<file path="src/rtl/stop_watch_bcd.sv">
// BCD stopwatch: tenths, seconds, MIN_DIGITS minute digits with IDLE/RUN/PAUSE control.
// Lap capture registers exist only when STOPWATCH_LAP_EN is defined.
module stop_watch_bcd #(
   parameter int CLK_DIV    = 4,
   parameter int MIN_DIGITS = 1,
   parameter bit WRAP       = 1'b1
) (
   input  logic                    clk,
   input  logic                    reset,
   input  logic                    start_resume,
   input  logic                    stop,
   input  logic                    clear,
   input  logic                    lap,
   output logic [4*MIN_DIGITS-1:0] min,
   output logic [3:0]              sec1,
   output logic [3:0]              sec0,
   output logic [3:0]              milSec0,
   output logic                    running,
   output logic                    overflow,
   output logic [4*MIN_DIGITS-1:0] lap_min,
   output logic [3:0]              lap_sec1,
   output logic [3:0]              lap_sec0,
   output logic [3:0]              lap_milSec0,
   output logic                    lap_valid
);
   localparam logic [1:0] S_IDLE  = 2'd0;
   localparam logic [1:0] S_RUN   = 2'd1;
   localparam logic [1:0] S_PAUSE = 2'd2;
   localparam int PW = (CLK_DIV > 2) ? $clog2(CLK_DIV) : 1;
   localparam logic [PW-1:0] PMAX = PW'(CLK_DIV - 1);

   logic [1:0]              state_q, state_d;
   logic [PW-1:0]           presc_q, presc_d;
   logic [4*MIN_DIGITS-1:0] min_q, min_d;
   logic [3:0]              s1_q, s1_d, s0_q, s0_d, ms_q, ms_d;
   logic                    ovf_q, ovf_d;
   logic                    tick, full, cy;

   assign tick = (state_q == S_RUN) && (presc_q == PMAX);

   always_comb begin
      full = (s1_q == 4'd5) && (s0_q == 4'd9) && (ms_q == 4'd9);
      for (int k = 0; k < MIN_DIGITS; k++)
         if (min_q[4*k +: 4] != 4'd9) full = 1'b0;
   end

   always_comb begin
      state_d = state_q;
      presc_d = presc_q;
      min_d   = min_q;
      s1_d    = s1_q;
      s0_d    = s0_q;
      ms_d    = ms_q;
      ovf_d   = WRAP ? 1'b0 : ovf_q;
      cy      = 1'b0;
      case (state_q)
         S_RUN: begin
            presc_d = tick ? '0 : presc_q + PW'(1);
            if (tick && full) begin
               ovf_d = 1'b1;
               if (WRAP) begin
                  min_d = '0; s1_d = '0; s0_d = '0; ms_d = '0;
               end
            end else if (tick) begin
               // Ripple the carry through every digit in one cycle; full scale is excluded above.
               cy = 1'b1;
               if (ms_q == 4'd9) ms_d = '0;
               else begin ms_d = ms_q + 4'd1; cy = 1'b0; end
               if (cy) begin
                  if (s0_q == 4'd9) s0_d = '0;
                  else begin s0_d = s0_q + 4'd1; cy = 1'b0; end
               end
               if (cy) begin
                  if (s1_q == 4'd5) s1_d = '0;
                  else begin s1_d = s1_q + 4'd1; cy = 1'b0; end
               end
               for (int k = 0; k < MIN_DIGITS; k++) begin
                  if (cy) begin
                     if (min_q[4*k +: 4] == 4'd9) min_d[4*k +: 4] = '0;
                     else begin min_d[4*k +: 4] = min_q[4*k +: 4] + 4'd1; cy = 1'b0; end
                  end
               end
            end
            if (stop || (tick && full && !WRAP)) state_d = S_PAUSE;
         end
         default: begin
            if (clear) begin
               state_d = S_IDLE;
               presc_d = '0;
               min_d   = '0; s1_d = '0; s0_d = '0; ms_d = '0;
               ovf_d   = 1'b0;
            end else if (start_resume && !stop && !ovf_q) begin
               state_d = S_RUN;
            end
         end
      endcase
   end

   always_ff @(posedge clk or negedge reset) begin
      if (!reset) begin
         state_q <= S_IDLE;
         presc_q <= '0;
         min_q   <= '0;
         s1_q    <= '0;
         s0_q    <= '0;
         ms_q    <= '0;
         ovf_q   <= 1'b0;
      end else begin
         state_q <= state_d;
         presc_q <= presc_d;
         min_q   <= min_d;
         s1_q    <= s1_d;
         s0_q    <= s0_d;
         ms_q    <= ms_d;
         ovf_q   <= ovf_d;
      end
   end

   assign min      = min_q;
   assign sec1     = s1_q;
   assign sec0     = s0_q;
   assign milSec0  = ms_q;
   assign running  = (state_q == S_RUN);
   assign overflow = ovf_q;

`ifdef STOPWATCH_LAP_EN
   logic [4*MIN_DIGITS-1:0] lap_min_q;
   logic [3:0]              lap_s1_q, lap_s0_q, lap_ms_q;
   logic                    lap_v_q;

   // Captures the pre-edge digits, so a tick on the same edge is not included.
   always_ff @(posedge clk or negedge reset) begin
      if (!reset) begin
         lap_min_q <= '0;
         lap_s1_q  <= '0;
         lap_s0_q  <= '0;
         lap_ms_q  <= '0;
         lap_v_q   <= 1'b0;
      end else if (state_q == S_RUN) begin
         if (lap) begin
            lap_min_q <= min_q;
            lap_s1_q  <= s1_q;
            lap_s0_q  <= s0_q;
            lap_ms_q  <= ms_q;
            lap_v_q   <= 1'b1;
         end
      end else if (clear) begin
         lap_v_q <= 1'b0;
      end
   end

   assign lap_min     = lap_min_q;
   assign lap_sec1    = lap_s1_q;
   assign lap_sec0    = lap_s0_q;
   assign lap_milSec0 = lap_ms_q;
   assign lap_valid   = lap_v_q;
`else
   logic unused_lap;
   assign unused_lap  = lap;
   assign lap_min     = '0;
   assign lap_sec1    = '0;
   assign lap_sec0    = '0;
   assign lap_milSec0 = '0;
   assign lap_valid   = 1'b0;
`endif
endmodule
</file>
<file path="config.mk">
export PLATFORM = sky130hd
export DESIGN_NAME = stop_watch_bcd
export DESIGN_NICKNAME = d
export VERILOG_FILES = /design/src/rtl/stop_watch_bcd.sv
export SDC_FILE = /design/constraint.sdc
export NUM_CORES = 1
export LEC_CHECK = 0
export ABC_AREA = 1
export BUFFER_PORTS_ARGS = -buffer_cell sky130_fd_sc_hd__buf_2
export CAP_MARGIN = 20
export CORE_MARGIN = 4
export CORE_UTILIZATION = 52
export CTS_BUF_LIST = sky130_fd_sc_hd__clkbuf_8
export DETAILED_ROUTE_END_ITERATION = 10
export PLACE_DENSITY = 0.8
export SETUP_SLACK_MARGIN = 0.02
export SKIP_CTS_REPAIR_TIMING = 1
export SYNTH_ARGS = -nofsm -noshare
export SYNTH_HDL_FRONTEND = slang
export SYNTH_SLANG_ARGS = --single-unit
</file>
<file path="constraint.sdc">
create_clock -name clk -period 2.2 [get_ports clk]
set_input_delay 0.11 -clock clk [delete_from_list [all_inputs] [get_ports clk]]
set_output_delay 0.11 -clock clk [all_outputs]
set_load 0.05 [all_outputs]
</file>
# ---- After elaboration in Yosys (flattened, before gate mapping)
# Index checks and enable logic that the tools add are counted.
dict set report word_totals {
  output_inout_bits 35
  word_cells 83
  regBits 21
}
dict set report classes {
  n_reduce_logical 15
  addsub 5
  muxes 44
  eq_ne 12
}
# op n
set op_table {}
lappend op_table {{$mux W4} 20}
lappend op_table {{$mux W1} 17}
lappend op_table {{$add A4 B1 Y4 const B} 4}
lappend op_table {{$mux W2} 7}
lappend op_table {{$eq A4 B4 Y1 const B} 3}
lappend op_table {{$ne A3 B1 Y1 const B} 4}
lappend op_table {{$reduce_and A3 Y1} 3}
lappend op_table {{$logic_and A1 B1 Y1} 6}
lappend op_table {{$eq A4 B3 Y1 const B} 1}
lappend op_table {{$ne A4 B4 Y1 const B} 1}
lappend op_table {{$reduce_and A2 Y1} 2}
lappend op_table {{$reduce_bool A3 Y1} 1}
lappend op_table {{$add A2 B1 Y2 const B} 1}
lappend op_table {{$eq A2 B1 Y1 const B} 1}
lappend op_table {{$eq A2 B2 Y1 const B} 1}
lappend op_table {{$logic_not A1 Y1} 2}
lappend op_table {{$ne A2 B2 Y1 const B} 1}
lappend op_table {{$reduce_bool A2 Y1} 1}

# ---- Longest topological paths before layout
# Gate-level depths: netlist (run 1).
dict set report logic_depth {
  depth_word 19
  ltp_mapped 10
}

# ---- Worst setup path before layout (run 1)
# No wires, ideal clock.
dict set report synth_timing {
  kind {register to register}
  startpoint {register s1_q[1] (netlist: sec1[1])}
  endpoint {register min_q[0] (netlist: min[0])}
  required_time_ps 2134
  path_stages_with_launch 9
  arrival_time_ps 1585
  path_slack_ps 548
  period_less_slack_ps 1652
  setup_time_ps 66
  n_path_buf 0
  path_cell_list {dfrtp_1 -> inv_1 -> ha_1 -> nand2_1 -> nor2_2 -> nor2_1 -> nand3b_4 -> nand2_1 -> nand2_1}
}
dict set report synth_between {
  elab_chain_cells 8
  elab_cells_between_ends 15
}
# element line
set synth_rtl {}
lappend synth_rtl {{from (decl)} 35} ;# logic [3:0] s1_q, s1_d, s0_q, s0_d, ms_q, ms_d;
lappend synth_rtl {{from (signal assigned)} 104} ;# s1_q <= '0;
lappend synth_rtl {{from (signal assigned)} 112} ;# s1_q <= s1_d;
lappend synth_rtl {{$eq A4 B3 Y1 (*)} {42, 74}}
lappend synth_rtl {{$mux W1} 74} ;# if (s1_q == 4'd5) s1_d = '0;
lappend synth_rtl {{$mux W1} 73} ;# if (cy) begin
lappend synth_rtl {{$mux W1} 64} ;# end else if (tick) begin
lappend synth_rtl {{$mux W1} 59} ;# if (tick && full) begin
lappend synth_rtl {{$mux W1} 56} ;# case (state_q)
lappend synth_rtl {{$ne A3 B1 Y1 (no source line)} --}
lappend synth_rtl {{$reduce_and A3 Y1 (no source line)} --}
lappend synth_rtl {{to (signal assigned)} 111} ;# min_q <= min_d;
lappend synth_rtl {{to (decl)} 34} ;# logic [4*MIN_DIGITS-1:0] min_q, min_d;
# Mark *: on every way between the ends. The rest lies on a longest branch, timed or not. The select of a mux whose other input is x is not followed.
# A chain may end at the register's enable or synchronous reset.

# ---- Worst setup path after layout (run 1)
dict set report layout_timing {
  startpoint {register state_q[1]}
  endpoint {output port running}
}
dict set report layout_between {
  elab_chain_cells 1
}
# element line
set layout_rtl {}
lappend layout_rtl {{from (decl)} 32} ;# logic [1:0] state_q, state_d;
lappend layout_rtl {{from (signal assigned)} 109} ;# state_q <= state_d;
lappend layout_rtl {{$eq A2 B1 Y1} --}
lappend layout_rtl {{to (decl)} 18} ;# output logic running,
# Every way passes these cells.

==> results of run 1 <==
sequential cells by signal, summed over array words and instances (netlist names):
signal    count
sec0          4
milSec0       4
min           4
overflow      1
presc_q       2
sec1          4
state_q       2
critical path, stage by stage, from the launching register on:
cell and delay [ns]:
dfrtp_1 0.41, inv_2 0.09, nand2_4 0.10, inv_2 0.23, buf_2 0.31
cells by family (layout without fill, tap and decap cells):
kind of cell / count (synthesis) / after routing
buffers and inverters: 36 / 45
other: 1 / 17
XOR/XNOR: 3 / 3
adder cells (fa/ha/maj): 9 / 9
AND/OR/NAND/NOR: 88 / 88
flip-flops: 21 / 21
AO/OA/AOI/OAI: 17 / 17
placed cells by master, fill, tap and decap left out, drive strengths merged:
cell / synthesis / layout
nor4: 1 / 1
inv: 18 / 18
xnor2: 1 / 1
dfrtp: 21 / 21
nor2: 18 / 18
clkinvlp: 0 / 1
clkbuf: 0 / 3
nand3b: 2 / 2
nand2: 50 / 50
o22ai: 2 / 2
a21oi: 3 / 3
nand4: 1 / 1
nor3: 1 / 1
o21bai: 2 / 2
nand3: 14 / 14
xor2: 2 / 2
buf: 18 / 22
dlygate4sd3: 0 / 1
or2: 1 / 1
ha: 9 / 9
conb: 1 / 17
o21ai: 10 / 10
power by group:
part / switching, µW / internal, µW
registers: 23.0 / 404
clock network: 134 / 128
logic: 203 / 53.6
metal layers:
metal | global-route usage, % | vias up | wire [µm] | part of all wire (%)
li1 | - | 573 | - | -
met1 | 20.4 | 520 | 1150 | 43
met2 | 29.9 | 20 | 1410 | 52
met3 | 3.67 | 5 | 107 | 4.0
met4 | 6.65 | 0 | 32 | 1.2
met5 | 0 | - | 0 | 0
metrics by stage:
step	setup slack, ns	utilization, %	total power [µW]	hold slack, ns	std cells
after floorplan	0.548	-	667	-0.186	191
after global routing	0.575	61.0	1000	0.172	230
after CTS	0.683	60.6	953	-0.199	229
final	0.682	61.0	946	0.157	230
after detailed placement	0.742	58.7	691	0.0949	225
after global placement	0.812	58.7	682	0.0933	225
layout make-up:
class / instances / area (µm²)
tap: 30 / 37.5
timing repair buffer: 23 / 120
clock buffer: 3 / 41.3
sequential: 21 / 526
multi-input combinational: 134 / 747
clock inverter: 1 / 7.51
fill: 245 / 993
inverter: 18 / 72.6
path summary, 6_finish.rpt:
path,from,endpoint,slack [ns],cells after the start
max reg2reg,milSec0[1],sec0[2],0.74,9
max in group asynchronous,reset,sec1[1],1.54,2
min reg2reg,presc_q[1],presc_q[1],0.52,2
min,stop,state_q[1],0.16,3
min in group asynchronous,reset,sec0[2],0.33,2
max,state_q[1],running,0.68,4
==> out/qor.txt, run 1 <==
TritonCTS clock tree = built
Fmax = 659 MHz
Leakage = 0.000818 µW
Synth area leader = dfrtp_1
# rows = 18
Nets = 216
Fin. Hold Viols = 0
Die width = 60.3 µm
Share of layout cells above drive strength 1 = 21.5%
Sequential area share after synthesis = 36.9%
Maximum vdd drop = 0.410 mV
CP endpoint kind = output pin
Clock Latency Late Sink = 0.26 ns
Power per cell area = 609 nW/µm²
Mapped Cells = 175
Syn Area/Cell = 8.14 µm²
Initial drt markers = 25
Cell variety after synth = 29
Routability cong. = 0.759
Critical setup path kind = reg -> out
Unrepaired setup endpoints after global routing = no
Post-synth EDFFs = 0
Grt total ovfl = 0
CTS root buf = clkbuf_8
Hpwl dp = 2110 µm
Data required time of the worst path = 2.09 ns
Slew Viols, Final = 0
Crit share post-route = 69.0%
Status = complete, no violations
Synth Cell Area = 1420 µm²
Drt pass-1 iters = 4
Clock-pin slew on the worst setup and hold paths = 0.08 ns
Synth top area share = 36.9%
Routed WL = 2690 µm
Final Setup Violations = 0
Post-Synth Adder-Cell Area = 7.91%
Synthesis-stage register bit count = 21
Final min period = 1.52 ns
Synth Warn # = 0
Ys flop type = dfrtp_1
Die Area = 3640 µm²
DR vias/cell = 4.86
Crit-path max FO = 12
TritonCTS buffer count = 3
Antenna Nets Post-Route = 0
Synth top cells by count = nand2_1, dfrtp_1, buf_4
Die Height = 60.3 µm
Initial Utilization = 55.9%
Design area = 1550 µm²
Clock sinks = 21
DP Area = 1490 µm²
Synth top area cells = dfrtp_1, nand2_1, buf_4, ha_1, nand3_1
Mean routed wirelength per cell = 11.7 µm
Mux cell area share after synthesis = 0%
Final Skew = 0.00419 ns
CP arrival = 1.41 ns
Largest family of logic cells by synthesized area = simple AND/OR/NAND/NOR gates
Initial antenna violation count = 0
Core area = 2540 µm²
DRC viols = 0
Area grow syn2layout = 8.96%
Asr flop ratio synth = 100%
Setup crit start kind = flip-flop
Largest net degree at the start of global routing = 22
Vias post-DR = 1,118
Clk buf depth = 2
Vias in the first global route = 1,119
Compound-Gate Fraction of Synth Area = 6.50%
Most frequent cell after synthesis = nand2_1
I/O pin cnt = 41
Simple logic cell fraction of the synthesized area = 31.7%
Hold WC Path Type = in -> reg
Diodes inserted = 0
Max Cap Viol = 0
Port-buffer cells = 22
GRT Total Usage = 17.1%
First-pass GRT wire length = 4710 µm
H-tree levels = 1
Setup TNS = 0 ns
Post-Synth XOR/XNOR Area = 1.85%
Power figures use the tool's default switching activity.
==> inputs of run 2 (changes only) <==
--- a/config.mk
+++ b/config.mk
@@ -5,14 +5,14 @@
 export SDC_FILE = /design/constraint.sdc
 export NUM_CORES = 1
 export LEC_CHECK = 0
-export ABC_AREA = 1
+export ABC_AREA = 0
 export BUFFER_PORTS_ARGS = -buffer_cell sky130_fd_sc_hd__buf_2
 export CAP_MARGIN = 20
 export CORE_MARGIN = 4
 export CORE_UTILIZATION = 52
 export CTS_BUF_LIST = sky130_fd_sc_hd__clkbuf_8
 export DETAILED_ROUTE_END_ITERATION = 10
-export PLACE_DENSITY = 0.8
+export PLACE_DENSITY = 0.81
 export SETUP_SLACK_MARGIN = 0.02
 export SKIP_CTS_REPAIR_TIMING = 1
 export SYNTH_ARGS = -nofsm -noshare
==> constraint.sdc (replaced) <==
create_clock -name clk -period 1.5 [get_ports clk]
set_input_delay 0.075 -clock clk [delete_from_list [all_inputs] [get_ports clk]]
set_output_delay 0.075 -clock clk [all_outputs]
set_load 0.05 [all_outputs]
==> run 2 against run 1 <==
Net effect: the run now ends with setup timing left; highest routed layer unchanged; sequential share of layout area shrank 5.6 points; wire length grew 40%; register-to-register slack lost 0.93 ns; cell area grew 22%; clock skew shrank 0.0018 ns; die area shrank 4.0%; setup slack lost 0.87 ns; global-route usage grew 2.5 points; synthesized area shrank 4.7%; final cell count shrank 3.0%.
==> out/qor.txt, run 2 <==
Status = complete, but fails checks
Violated checks = setup timing
Hold Slack = 0.0356 ns
Mean routed wirelength per cell = 17.0 µm
Leakage = 0.000964 µW
Fmax = 591 MHz
Clock Latency Late Sink = 0.27 ns
Max Cap Viol = 0
H-tree levels = 1
Slew @ Worst Pin = 0.482 ns
Worst r2r dst = min[3]
CP max stage cell = dfrtp_2
Data required time of the worst path = 1.65 ns
Most frequent cell after synthesis = dfrtp_1
TritonCTS clock tree = built
Core area = 2480 µm²
Worst R2R Setup Slack = -0.19 ns
Antenna Nets Post-Route = 0
Routability cong. = 0.836
Port-buffer cells = 22
# rows = 18
Unrepaired setup endpoints after global routing = yes
Maximum vdd drop = 0.841 mV
CP endpoint kind = flip-flop
CTS root buf = clkbuf_8
Synth Warn # = 0
Routed WL = 3780 µm
Die Area = 3490 µm²
Share of layout cells above drive strength 1 = 48.2%
Clock-pin slew on the worst setup and hold paths = 0.08 ns
Synth top cells by count = dfrtp_1, buf_4, nand2_1
Die Height = 59.1 µm
Final min period = 1.69 ns
Die width = 59.1 µm
Power per cell area = 761 nW/µm²
DP Area = 1600 µm²
Vias post-DR = 1,255
Crit-path cells = inv_2, ha_4, and3b_2, nand4_4, buf_6, a311o_1
Synth top area share = 38.7%
Initial Utilization = 54.8%
Sequential area share after synthesis = 38.7%
PnR worst setup slack = -0.192 ns
Diodes inserted = 0
Nets = 209
Clk buf depth = 2
Synthesis-stage register bit count = 21
Mapped Cells = 142
Commonest cells after routing, fill and taps aside = buf_2, buf_4, conb_1, dfrtp_1, nand2_1
Synth area leader = dfrtp_1
Family with the most delay on the worst path = simple AND/OR/NAND/NOR gates
Final Skew = 0.00236 ns
Drt pass-1 iters = 4
DRC viols = 0
Crit share post-route = 113%
Grt total ovfl = 0
Fin. Hold Viols = 0
Initial antenna violation count = 0
Synth Cell Area = 1360 µm²
Hold WC Path Type = in -> reg
Setup crit start kind = flip-flop
R2r startpoint = sec0[1]
R2R cell count = 6
Asr flop ratio synth = 100%
Cell variety after synth = 38
Final core occ = 76.2%
TritonCTS buffer count = 3
First-pass GRT wire length = 5290 µm
Post-synth EDFFs = 0
CP arrival = 1.84 ns
Hpwl dp = 2490 µm
CP bufs+invs = 2
Max_slew headroom = 67.5%
Hold Startpoint = stop
I/O pin cnt = 41
Final Setup Violations = 15
Setup TNS = -1.66 ns
Syn Area/Cell = 9.56 µm²
Area grow syn2layout = 39.0%
Vias in the first global route = 1,230
Largest net degree at the start of global routing = 22
Ys flop type = dfrtp_1
GRT Total Usage = 19.6%
Worst hold path depth = 3
Max stage delay on crit path = 0.42 ns
Critical setup path kind = reg -> reg
Synth top area cells = dfrtp_1, buf_4, ha_1, nand2_1, nand3_1
Total design power = 1440 µW
Design area = 1890 µm²
Crit-path max FO = 7
WHS Endpoint = state_q[1]
DR vias/cell = 5.63
Initial drt markers = 47
Slew Viols, Final = 0
Clock sinks = 21
-- run 2: cell types whose count changed after synthesis, moves of 5 or more --
cell | before | now
inv_1 | 14 | 8
nand2_1 | 44 | 15
nand3_1 | 14 | 9
nor2_1 | 14 | 2
-- run 2: power by group --
group / total (µW) / switching (µW) / internal (µW)
Sequential: 618 / 23.3 / 594
Clock: 380 / 194 / 186
Combinational: 439 / 304 / 135
-- run 2: how the worst max path moves through the flow --
| stage | start | to | slack (ns) | cells past startpoint |
|---|---|---|---|---|
| 4_1_cts | milSec0[1] | min[2] | -0.22 | 6 |
| 6_report | sec0[1] | min[3] | -0.19 | 6 |
| 5_1_grt | sec0[1] | min[2] | -0.29 | 7 |
| 3_3_place_gp | milSec0[1] | min[2] | -0.13 | 6 |
| 3_5_place_dp | milSec0[1] | min[2] | -0.21 | 6 |
| 2_1_floorplan | milSec0[0] | min[1] | -0.27 | 7 |
-- run 2: final cells by class --
| cell class | count | area (µm²) |
|---|---|---|
| clock buffer | 3 | 41.3 |
| clock inverter | 1 | 5.00 |
| fill | 166 | 591 |
| inverter | 9 | 33.8 |
| multi-input combinational | 107 | 863 |
| sequential | 21 | 533 |
| tap | 30 | 37.5 |
| timing repair buffer | 52 | 373 |
-- run 2: metrics by stage --
step,cells,worst slack (ns)
2_1_floorplan,158,-0.268
3_3_place_gp,214,-0.126
3_5_place_dp,214,-0.214
4_1_cts,218,-0.222
5_1_grt,223,-0.287
6_report,223,-0.192
-- run 2: metal layers --
| metal | wire [µm] | vias to the layer above | part of all wire, % | global-route usage [%] |
|---|---|---|---|---|
| met5 | 0 | - | 0 | 0 |
| met4 | 187 | 0 | 4.9 | 10.4 |
| met3 | 180 | 17 | 4.8 | 3.49 |
| met2 | 1990 | 55 | 53 | 34.4 |
| met1 | 1420 | 609 | 38 | 22.6 |
| li1 | - | 574 | - | - |
-- run 2: cells by family after synthesis --
group,count (synthesis),share of synthesized area [%]
buffers and inverters,30,14.4
other,1,0.276
AO/OA/AOI/OAI,29,15.4
flip-flops,21,38.7
adder cells (fa/ha/maj),9,8.30
AND/OR/NAND/NOR,52,22.9
-- run 2: worst min-delay path: stages --
cell and delay [ns]:
buf_2 0.09, nand2_1 0.04, o21ai_0 0.06
==> inputs of run 3 (changes only) <==
--- a/config.mk
+++ b/config.mk
@@ -6,7 +6,7 @@
 export NUM_CORES = 1
 export LEC_CHECK = 0
 export ABC_AREA = 0
-export BUFFER_PORTS_ARGS = -buffer_cell sky130_fd_sc_hd__buf_2
+export BUFFER_PORTS_ARGS = -buffer_cell sky130_fd_sc_hd__clkbuf_2
 export CAP_MARGIN = 20
 export CORE_MARGIN = 4
 export CORE_UTILIZATION = 52
==> run 3 against run 2 <==
Net effect: the run still ends with setup timing left; cell area up 3.8%; global-route usage decreased by 0.68 points; via count increased by 2.8%; critical path type unchanged; largest power group unchanged.
==> out/qor.txt, run 3 (same netlist as run 2, synthesis figures left out) <==
Status = complete, but fails checks
Clk buf depth = 2
Clock Latency Late Sink = 0.25 ns
CP max stage cell = dfrtp_2
Routed WL = 4040 µm
# rows = 18
PnR worst setup slack = -0.158 ns
Critical setup path kind = reg -> reg
Die width = 59.1 µm
Die Area = 3490 µm²
First-pass GRT wire length = 5160 µm
Family with the most delay on the worst path = simple AND/OR/NAND/NOR gates
Hpwl dp = 2420 µm
Vias post-DR = 1,290
Vias in the first global route = 1,227
Crit share post-route = 111%
Hold Slack = 0.157 ns
CP endpoint kind = flip-flop
Max stage delay on crit path = 0.41 ns
Antenna Nets Post-Route = 0
Non-filler cells, final = 232
Core area = 2480 µm²
Slew @ Worst Pin = 0.562 ns
Diodes inserted = 0
Most common cell after layout, fill and taps aside = buf_4
Clock sinks = 21
Initial Utilization = 54.8%
CP bufs+invs = 2
Routability cong. = 0.811
CTS root buf = clkbuf_8
DR vias/cell = 5.56
Unrepaired setup endpoints after global routing = yes
Leakage = 0.000991 µW
H-tree levels = 1
Initial drt markers = 49
Maximum vdd drop = 0.605 mV
Share of layout cells above drive strength 1 = 52.0%
CP arrival = 1.85 ns
Fin. Hold Viols = 0
GRT Total Usage = 18.9%
Die Height = 59.1 µm
Cells after DPL = 219
TritonCTS buffer count = 3
Data required time of the worst path = 1.69 ns
Grt total ovfl = 0
Final Setup Violations = 15
Power per cell area = 737 nW/µm²
Hold WC Path Type = in -> reg
Mean routed wirelength per cell = 17.4 µm
Final min period = 1.66 ns
Max_slew headroom = 62.5%
Worst R2R Setup Slack = -0.16 ns
Violated checks = setup timing
Drt pass-1 iters = 5
Fmax = 603 MHz
Crit-path cells = inv_2, ha_4, and3b_2, nand4_4, buf_6, nor4_4, a311o_1
Nets = 218
Largest net degree at the start of global routing = 22
Slew Viols, Final = 0
Final Skew = 0.00269 ns
Commonest cells after routing, fill and taps aside = buf_4, clkbuf_2, conb_1, dfrtp_1, nand2_1
Crit-path max FO = 6
Setup crit start kind = flip-flop
Port-buffer cells = 22
Area grow syn2layout = 44.2%
TritonCTS clock tree = built
Clock-pin slew on the worst setup and hold paths = 0.08 ns
I/O pin cnt = 41
Max Cap Viol = 0
DRC viols = 0
Initial antenna violation count = 0
==> run 3: cell types whose count changed in the layout (fill, tap and decap cells not counted), moves of 2 or more <==
cell,change
buf_2,-22
buf_4,+10
clkbuf_2,+21
o21ai_2,+2
==> run 3: final cells by class <==
cell class                      instances  area (µm²)
Tap cell                               30        37.5
Fill cell                             153         519
Clock buffer                            3        41.3
Clock inverter                          1        3.75
Inverter                                9        33.8
Timing Repair Buffer                   61         430
Sequential cell                        21         533
Multi-Input combinational cell        107         878
==> run 3: through the flow <==
step | area, µm² | power [µW] | TNS, ns | util, % | setup slack, ns
5_1_grt | 1960 | 1520 | -2.20 | 79.0 | -0.257
3_3_place_gp | 1640 | 988 | -0.726 | 66.1 | -0.140
2_1_floorplan | 1430 | 902 | -1.90 | - | -0.268
4_1_cts | 1680 | 1360 | -1.99 | 67.9 | -0.226
3_5_place_dp | 1640 | 1000 | -1.61 | 66.1 | -0.216
6_report | 1960 | 1440 | -1.09 | 79.0 | -0.158
==> run 3: power by group <==
part / leakage, µW / total [µW] / internal (µW) / switching [µW]
sequential: 0.000280 / 617 / 595 / 22.6
clock: 0.0000269 / 358 / 182 / 176
combinational: 0.000684 / 468 / 150 / 318
==> run 3: tightest hold or removal path: cells and delay by family <==
family | cells | cell delay, ns
compound gates | 1 | 0.09
simple gates | 1 | 0.08
buf+inv | 1 | 0.12
==> run 3: routing by layer <==
layer / share of wire [%] / global-route usage, % / wire length [µm]
met1: 38 / 22.9 / 1540
met2: 56 / 32.6 / 2270
met3: 4.2 / 3.92 / 169
met4: 1.6 / 7.77 / 63
met5: 0 / 0 / 0
==> run 3: final timing paths <==
kind / start / to / depth (start not counted)
max in group asynchronous: reset / sec0[1] / 2
max reg2reg: milSec0[1] / min[3] / 7
min reg2reg: sec0[3] / sec0[3] / 2
min in group asynchronous: reset / milSec0[3] / 2
max: milSec0[1] / min[3] / 7
min: stop / state_q[1] / 3
